File: config.mk
export PLATFORM = sky130hd
export DESIGN_NAME = alu_sequencer_flat
export DESIGN_NICKNAME = d
export VERILOG_FILES = /design/src/rtl/alu_pkg.sv /design/src/rtl/alu_sequencer_if.sv /design/src/rtl/alu_sequencer_reg_file8.sv /design/src/rtl/alu_sequencer.sv /design/src/flat_wrapper.sv
export SDC_FILE = /design/constraint.sdc
export NUM_CORES = 1
export LEC_CHECK = 0
export BUFFER_PORTS_ARGS = -buffer_cell sky130_fd_sc_hd__buf_2
export CAP_MARGIN = 20
export CORE_UTILIZATION = 59
export DETAILED_ROUTE_END_ITERATION = 6
export PLACE_DENSITY = 0.79
export SKIP_CTS_REPAIR_TIMING = 1
export SLEW_MARGIN = 20
export SYNTH_ARGS = -nofsm -noshare
export SYNTH_HDL_FRONTEND = slang
export SYNTH_SLANG_ARGS = --single-unit
File: constraint.sdc
create_clock -name clk -period 1.9 [get_ports clk]
set_input_delay 0.19 -clock clk [delete_from_list [all_inputs] [get_ports clk]]
set_output_delay 0.19 -clock clk [all_outputs]
set_load 0.02 [all_outputs]
File: src/rtl/alu_pkg.sv
// Shared opcodes, instruction field positions and FSM state type for the
// ALU execute-stage sequencer.
package alu_pkg;

  localparam logic [2:0] OP_ADD = 3'b000;
  localparam logic [2:0] OP_SUB = 3'b001;
  localparam logic [2:0] OP_AND = 3'b010;
  localparam logic [2:0] OP_OR  = 3'b011;
  localparam logic [2:0] OP_XOR = 3'b100;
  localparam logic [2:0] OP_CMP = 3'b101;
  localparam logic [2:0] OP_LDI = 3'b110;
  localparam logic [2:0] OP_ILL = 3'b111;

  localparam int OPC_LSB     = 13;
  localparam int IMM_SEL_BIT = 12;
  localparam int RD_LSB      = 9;
  localparam int RS_LSB      = 6;
  localparam int IMM_LSB     = 0;

  typedef enum logic [1:0] {
    ST_IDLE,
    ST_ISSUE,
    ST_CAPTURE,
    ST_WB
  } state_t;

  // ADD..CMP go through the ALU; LDI and the illegal opcode do not.
  function automatic logic uses_alu(input logic [2:0] op);
    return (op <= OP_CMP);
  endfunction

endpackage

File: src/rtl/alu_sequencer_if.sv
// Instruction handshake from fetch plus the operand/result bus to the ALU.
interface alu_sequencer_if #(parameter int DW = 8);

  logic [15:0]   instr;
  logic          instr_valid;
  logic          instr_ready;
  logic [DW-1:0] alu_in1;
  logic [DW-1:0] alu_in2;
  logic [2:0]    alu_select;
  logic          alu_active;
  logic [DW-1:0] alu_out;
  logic          alu_c;
  logic          alu_z;

  modport master (
    input  instr, instr_valid, alu_out, alu_c, alu_z,
    output instr_ready, alu_in1, alu_in2, alu_select, alu_active
  );

  modport slave (
    output instr, instr_valid, alu_out, alu_c, alu_z,
    input  instr_ready, alu_in1, alu_in2, alu_select, alu_active
  );

endinterface

File: src/rtl/alu_sequencer_reg_file8.sv
// Register file: one synchronous write port, three combinational read ports
// (rd, rs, debug). A read in the write cycle returns the old value.
module reg_file8 #(
  parameter  int DW   = 8,
  parameter  int NREG = 8,
  localparam int AW   = $clog2(NREG)
) (
  input  logic          clk,
  input  logic          rst_n,
  input  logic          we_i,
  input  logic [AW-1:0] waddr_i,
  input  logic [DW-1:0] wdata_i,
  input  logic [AW-1:0] rd_addr_i,
  output logic [DW-1:0] rd_data_o,
  input  logic [AW-1:0] rs_addr_i,
  output logic [DW-1:0] rs_data_o,
  input  logic [AW-1:0] dbg_addr_i,
  output logic [DW-1:0] dbg_data_o
);

  logic [DW-1:0] regs_q [NREG];

  always_ff @(posedge clk or negedge rst_n) begin
    if (!rst_n) begin
      for (int k = 0; k < NREG; k++) regs_q[k] <= '0;
    end else begin
      for (int k = 0; k < NREG; k++) begin
        if (we_i && (waddr_i == AW'(k))) regs_q[k] <= wdata_i;
      end
    end
  end

  assign rd_data_o  = regs_q[rd_addr_i];
  assign rs_data_o  = regs_q[rs_addr_i];
  assign dbg_data_o = regs_q[dbg_addr_i];

endmodule

File: src/rtl/alu_sequencer.sv
// Execute-stage controller: accepts an instruction, drives the external ALU
// with a toggle strobe, then writes back the result or latches the flags.
module alu_sequencer
  import alu_pkg::*;
#(
  parameter int DW   = 8,
  parameter int NREG = 8
) (
  input  logic                   clk,
  input  logic                   rst_n,
  alu_sequencer_if.master        bus,
  output logic                   c_flag,
  output logic                   z_flag,
  output logic                   done,
  output logic                   err,
  input  logic [2:0]             dbg_addr,
  output logic [DW-1:0]          dbg_data
);

  state_t        state_q, state_d;
  logic [15:0]   instr_q, instr_d;
  logic          ready_q, ready_d;
  logic [DW-1:0] in1_q, in1_d, in2_q, in2_d;
  logic [2:0]    sel_q, sel_d;
  logic          act_q, act_d;
  logic          c_q, c_d, z_q, z_d;
  logic          done_q, done_d, err_q, err_d;

  logic          we;
  logic [DW-1:0] wdata;
  logic [DW-1:0] rd_val, rs_val;

  logic [2:0]    opc;
  logic [2:0]    rd_idx, rs_idx;
  logic [DW-1:0] imm;

  assign opc    = instr_q[OPC_LSB +: 3];
  assign rd_idx = instr_q[RD_LSB +: 3];
  assign rs_idx = instr_q[RS_LSB +: 3];
  assign imm    = instr_q[IMM_LSB +: DW];

  reg_file8 #(.DW(DW), .NREG(NREG)) u_rf (
    .clk        (clk),
    .rst_n      (rst_n),
    .we_i       (we),
    .waddr_i    (rd_idx),
    .wdata_i    (wdata),
    .rd_addr_i  (rd_idx),
    .rd_data_o  (rd_val),
    .rs_addr_i  (rs_idx),
    .rs_data_o  (rs_val),
    .dbg_addr_i (dbg_addr),
    .dbg_data_o (dbg_data)
  );

  always_ff @(posedge clk or negedge rst_n) begin
    if (!rst_n) begin
      state_q <= ST_IDLE;
      instr_q <= '0;
      ready_q <= 1'b0;
      in1_q   <= '0;
      in2_q   <= '0;
      sel_q   <= '0;
      act_q   <= 1'b0;
      c_q     <= 1'b0;
      z_q     <= 1'b0;
      done_q  <= 1'b0;
      err_q   <= 1'b0;
    end else begin
      state_q <= state_d;
      instr_q <= instr_d;
      ready_q <= ready_d;
      in1_q   <= in1_d;
      in2_q   <= in2_d;
      sel_q   <= sel_d;
      act_q   <= act_d;
      c_q     <= c_d;
      z_q     <= z_d;
      done_q  <= done_d;
      err_q   <= err_d;
    end
  end

  always_comb begin
    state_d = state_q;
    instr_d = instr_q;
    in1_d   = in1_q;
    in2_d   = in2_q;
    sel_d   = sel_q;
    act_d   = act_q;
    c_d     = c_q;
    z_d     = z_q;
    done_d  = 1'b0;
    err_d   = 1'b0;
    we      = 1'b0;
    wdata   = bus.alu_out;

    case (state_q)
      ST_IDLE: begin
        if (bus.instr_valid && ready_q) begin
          instr_d = bus.instr;
          state_d = uses_alu(bus.instr[OPC_LSB +: 3]) ? ST_ISSUE : ST_WB;
        end
      end
      ST_ISSUE: begin
        // rs and rd are read before any writeback, so rd == rs sees the old value.
        in1_d   = instr_q[IMM_SEL_BIT] ? imm : rs_val;
        in2_d   = rd_val;
        sel_d   = opc;
        act_d   = ~act_q;
        state_d = ST_CAPTURE;
      end
      ST_CAPTURE: begin
        if (opc == OP_CMP) begin
          c_d = bus.alu_c;
          z_d = bus.alu_z;
        end else begin
          we = 1'b1;
        end
        done_d  = 1'b1;
        state_d = ST_IDLE;
      end
      ST_WB: begin
        if (opc == OP_LDI) begin
          we     = 1'b1;
          wdata  = imm;
          done_d = 1'b1;
        end else begin
          err_d  = 1'b1;
        end
        state_d = ST_IDLE;
      end
      default: state_d = ST_IDLE;
    endcase

    // Registered so ready stays low through reset and rises one edge after release.
    ready_d = (state_d == ST_IDLE);
  end

  assign bus.instr_ready = ready_q;
  assign bus.alu_in1     = in1_q;
  assign bus.alu_in2     = in2_q;
  assign bus.alu_select  = sel_q;
  assign bus.alu_active  = act_q;
  assign c_flag          = c_q;
  assign z_flag          = z_q;
  assign done            = done_q;
  assign err             = err_q;

endmodule

File: src/flat_wrapper.sv
// flat-port wrapper written by rule: the top's interface ports become plain ports
module alu_sequencer_flat import alu_pkg::*;
#(
  parameter int DW   = 8,
  parameter int NREG = 8
)
  (clk, rst_n, c_flag, z_flag, done, err, dbg_addr, dbg_data, bus_instr, bus_instr_valid, bus_alu_out, bus_alu_c, bus_alu_z, bus_instr_ready, bus_alu_in1, bus_alu_in2, bus_alu_select, bus_alu_active);
  alu_sequencer_if #(.DW(DW)) bus_i ();
  input  logic clk;
  input  logic rst_n;
  output logic c_flag;
  output logic z_flag;
  output logic done;
  output logic err;
  input  logic [2:0] dbg_addr;
  output logic [DW-1:0] dbg_data;
  input wire logic [$bits(bus_i.instr)-1:0] bus_instr;
  input wire logic [$bits(bus_i.instr_valid)-1:0] bus_instr_valid;
  input wire logic [$bits(bus_i.alu_out)-1:0] bus_alu_out;
  input wire logic [$bits(bus_i.alu_c)-1:0] bus_alu_c;
  input wire logic [$bits(bus_i.alu_z)-1:0] bus_alu_z;
  output wire logic [$bits(bus_i.instr_ready)-1:0] bus_instr_ready;
  output wire logic [$bits(bus_i.alu_in1)-1:0] bus_alu_in1;
  output wire logic [$bits(bus_i.alu_in2)-1:0] bus_alu_in2;
  output wire logic [$bits(bus_i.alu_select)-1:0] bus_alu_select;
  output wire logic [$bits(bus_i.alu_active)-1:0] bus_alu_active;
  assign bus_i.instr = bus_instr;
  assign bus_i.instr_valid = bus_instr_valid;
  assign bus_i.alu_out = bus_alu_out;
  assign bus_i.alu_c = bus_alu_c;
  assign bus_i.alu_z = bus_alu_z;
  assign bus_instr_ready = bus_i.instr_ready;
  assign bus_alu_in1 = bus_i.alu_in1;
  assign bus_alu_in2 = bus_i.alu_in2;
  assign bus_alu_select = bus_i.alu_select;
  assign bus_alu_active = bus_i.alu_active;
  alu_sequencer #(.DW(DW), .NREG(NREG)) u_core (.clk(clk), .rst_n(rst_n), .bus(bus_i), .c_flag(c_flag), .z_flag(z_flag), .done(done), .err(err), .dbg_addr(dbg_addr), .dbg_data(dbg_data));
endmodule
==> metrics.yaml <==
placement.cell_area_mm2: 0.00647
area_growth_syn_to_layout_pct: 24.6
route.antenna.remaining_nets: 0
synth_edf_count: 0
netlist.area_leader.share_pct: 46.7
cts_root_buf: "sky130_fd_sc_hd__clkbuf_8"
post_synth.cell_area_avg_um2: 14.0
synth_sequential_area_ratio_pct: 46.7
asyncSetResetFlopFracSynth_pct: 100
globalRouteTotalUtil_pct: 31.3
worstSetupPathType: "reg2out"
gp_congestion: 0.945
grt_antenna_before_repair: 0
worst_slew_margin_rel_pct: 51.5
ys.flop_type: "sky130_fd_sc_hd__dfrtp_1"
power.switching_fraction_pct: 39.6
synth_seq_cells: 107
synth_warnings: 0
peakVddDrop_v: 0.000862
globalRoute.totalOverflow: 0
drtIter0Drc: 338
fillerInstances: 559
power_frac_seq_pct: 35.4
mappedNetlistNets: 443
tritoncts.num_buffers: 9
clock_tree.buffer_depth: 2
grt_pass1_wl_um: 23100
clkSlewWorstSetupHoldPaths_ps: 90
violations: "setup timing"
tritoncts: "done"
hold-path-cell-count: 3
power.static_leakage_nw: 3.24
boundaryPins: 65
cts_sinks: 107
final_net_count: 566
p_comb_share_pct: 55.0
die_height_um: 101
final_setup_vio_count: 30
chipWidth_um: 101
post-route-drc-count: 0
critical_path_peak_fanout: 4
maxCapViolations: 0
core_mm2: 0.00933
dp_hpwl_um: 10400
p_int_mw: 7.76
nature_of_the_critical_path_startpoint: "register"
share_of_final_layout_standard_cells_stronger_than_drive_strength_1_pct: 48.5
syn-instance-count: 411
drt-wirelength-per-cell_um: 24.3
setup_slack_ps: -64.3
grt_pass1_vias: 4190
design_power_total_mw: 12.8
design.die.area_mm2: 0.0101
netSwitchingPower_mw: 5.08
worstPathArrival_ps: 1770
report.final.slew_viol_count: 0
final_hold_viols: 0
mappedNetlistArea_mm2: 0.00574
finish.instance_area_mm2: 0.00715
final.min_clock_period_ps: 1960
worst_pin_slew_ps: 727
fp-row-count: 35
cell_pwr_density_mw_per_mm2: 1800
largest_net_degree_at_the_start_of_global_routing: 33
timing.final.crit_share_pct: 103
critical_path.endpoint_type: "primary output"
yosysTopAreaCell: "sky130_fd_sc_hd__dfrtp_1"
finalWirelength_um: 16200
critical_path.reg2reg.endpoint: "u_core.u_rf.regs_q[42]$_DFFE_PN0P_"
synth_area_leaders: "sky130_fd_sc_hd__dfrtp_1 (47%), sky130_fd_sc_hd__mux4_2 (16%), sky130_fd_sc_hd__mux2_1 (15%)"
starting_density_of_the_core_pct: 61.5
grt_setup_unrepaired: "yes"
yosys-top-cells-count: "sky130_fd_sc_hd__dfrtp_1 (107), sky130_fd_sc_hd__mux2_1 (77), sky130_fd_sc_hd__mux4_2 (42), sky130_fd_sc_hd__nand2_1 (29), sky130_fd_sc_hd__mux2i_1 (20)"
finClkSkew_ps: 10.8
via_per_inst: 6.58
detail_route.first_pass.iterations: 5
r2r_start: "u_core.state_q[0]$_DFF_PN0_"
cts-htree-levels: 3
status: "complete, but fails checks"
rrSetupSlack_ps: -30
count_leader_synth: "sky130_fd_sc_hd__dfrtp_1"
portBuffers: 64
final_core_utilization_pct: 76.7
hold_path.startpoint: "bus_instr[12]"
min_delay_path_class: "in2reg"
yosys.cell_types.count: 39
antenna_cells_inserted: 0
clkLatencyLatePin_ps: 360
clock_power_share_pct: 9.6
worst_hold_path.endpoint: "u_core.instr_q[12]$_DFFE_PN0P_"
f_max_mhz: 509
r2r_cells: 6
dr_total_vias: 4374
setup-tns-final_ps: -474
required_worst_endpoint_ps: 1710
-- per-stage QoR --
| step | instances | hold WS (ps) | setup slack [ps] |
|---|---|---|---|
| 6_report | 665 | 35.4 | -64.3 |
| 5_1_grt | 665 | 27.6 | -81.3 |
| 4_1_cts | 634 | -235 | -53.2 |
| 3_5_place_dp | 621 | 159 | -26.4 |
| 3_3_place_gp | 621 | 150 | 43.8 |
| 2_1_floorplan | 411 | -106 | 155 |
-- how the worst max path moves through the flow --
| stage | startpoint | end | slack (ps) | depth (start not counted) |
|---|---|---|---|---|
| after global routing | u_core.u_rf.regs_q[42]$_DFFE_PN0P_ | dbg_data[2] | -80 | 3 |
| after global placement | u_core.instr_q[6]$_DFFE_PN0P_ | u_core.bus.alu_in1[0]$_DFFE_PN0P_ | 40 | 3 |
| final | u_core.u_rf.regs_q[42]$_DFFE_PN0P_ | dbg_data[2] | -60 | 3 |
| after detailed placement | u_core.instr_q[6]$_DFFE_PN0P_ | u_core.bus.alu_in1[0]$_DFFE_PN0P_ | -30 | 3 |
| after floorplan | dbg_addr[0] | dbg_data[0] | 160 | 4 |
| after CTS | u_core.instr_q[9]$_DFFE_PN0P_ | u_core.u_rf.regs_q[27]$_DFFE_PN0P_ | -50 | 5 |
-- critical path, stage by stage (launching register included) --
cell                      delay, ps
sky130_fd_sc_hd__dfrtp_1        440
sky130_fd_sc_hd__mux4_2         530
sky130_fd_sc_hd__mux2_4         310
sky130_fd_sc_hd__buf_6          140
-- registers in the layout, indices dropped and copies added (netlist names), 2 cells and up --
signal / count
u_core.bus.alu_select: 3
u_core.bus.alu_in2: 8
u_core.u_rf.regs_q: 64
u_core.bus.alu_in1: 8
u_core.state_q: 2
u_core.instr_q: 16
-- final cells by class --
class                      instances  area [um^2]  share of cell area [%]
clock buffer                      11          141                    1.98
clock inverter                     2         15.0                   0.210
inverter                           3         11.3                   0.157
multi-input combinational        275         3110                    43.5
sequential                       107         2680                    37.5
tap                              129          161                    2.26
timing repair buffer             138         1030                    14.4
-- routing by layer --
layer | vias up | track usage [%] | part of all wire, % | routed length [um]
met4 | 0 | 12.4 | 4.8 | 781
met5 | - | 0 | 0 | 0
met2 | 271 | 50.7 | 49 | 7930
met1 | 2227 | 42.5 | 38 | 6070
met3 | 72 | 5.48 | 8.5 | 1380
li1 | 1804 | - | - | -
-- placed cells by master, fill, tap and decap left out, types with 11 or more instances in the layout --
| cell | count |
|---|---|
| sky130_fd_sc_hd__o21ai_1 | 11 |
| sky130_fd_sc_hd__mux2i_1 | 20 |
| sky130_fd_sc_hd__mux2_4 | 49 |
| sky130_fd_sc_hd__mux4_2 | 42 |
| sky130_fd_sc_hd__buf_2 | 55 |
| sky130_fd_sc_hd__buf_6 | 17 |
| sky130_fd_sc_hd__nor3_1 | 11 |
| sky130_fd_sc_hd__mux2_1 | 43 |
| sky130_fd_sc_hd__dfrtp_1 | 104 |
| sky130_fd_sc_hd__nand2_1 | 27 |
| sky130_fd_sc_hd__buf_4 | 60 |
-- power groups by stage --
| stage | Combinational (mW) | Clock, mW | Sequential, mW |
|---|---|---|---|
| 2_1_floorplan | 3.93 | 0 | 4.35 |
| 3_3_place_gp | 5.58 | 0 | 4.40 |
| 3_5_place_dp | 5.74 | 0 | 4.51 |
| 4_1_cts | 5.76 | 1.25 | 4.46 |
| 5_1_grt | 7.47 | 1.34 | 4.64 |
| 6_report | 7.06 | 1.23 | 4.55 |
-- cell families after synthesis --
family                    count (synthesis)  share of synthesized area, %
muxes                                   157                          39.1
and+or+nand+nor                          88                          8.20
buffers and inverters                    29                          2.31
DFF                                     107                          46.7
xor gates and xnor gates                  1                         0.153
AOI/OAI and AO/OA                        29                          3.53
Power figures use the tool's default switching activity.
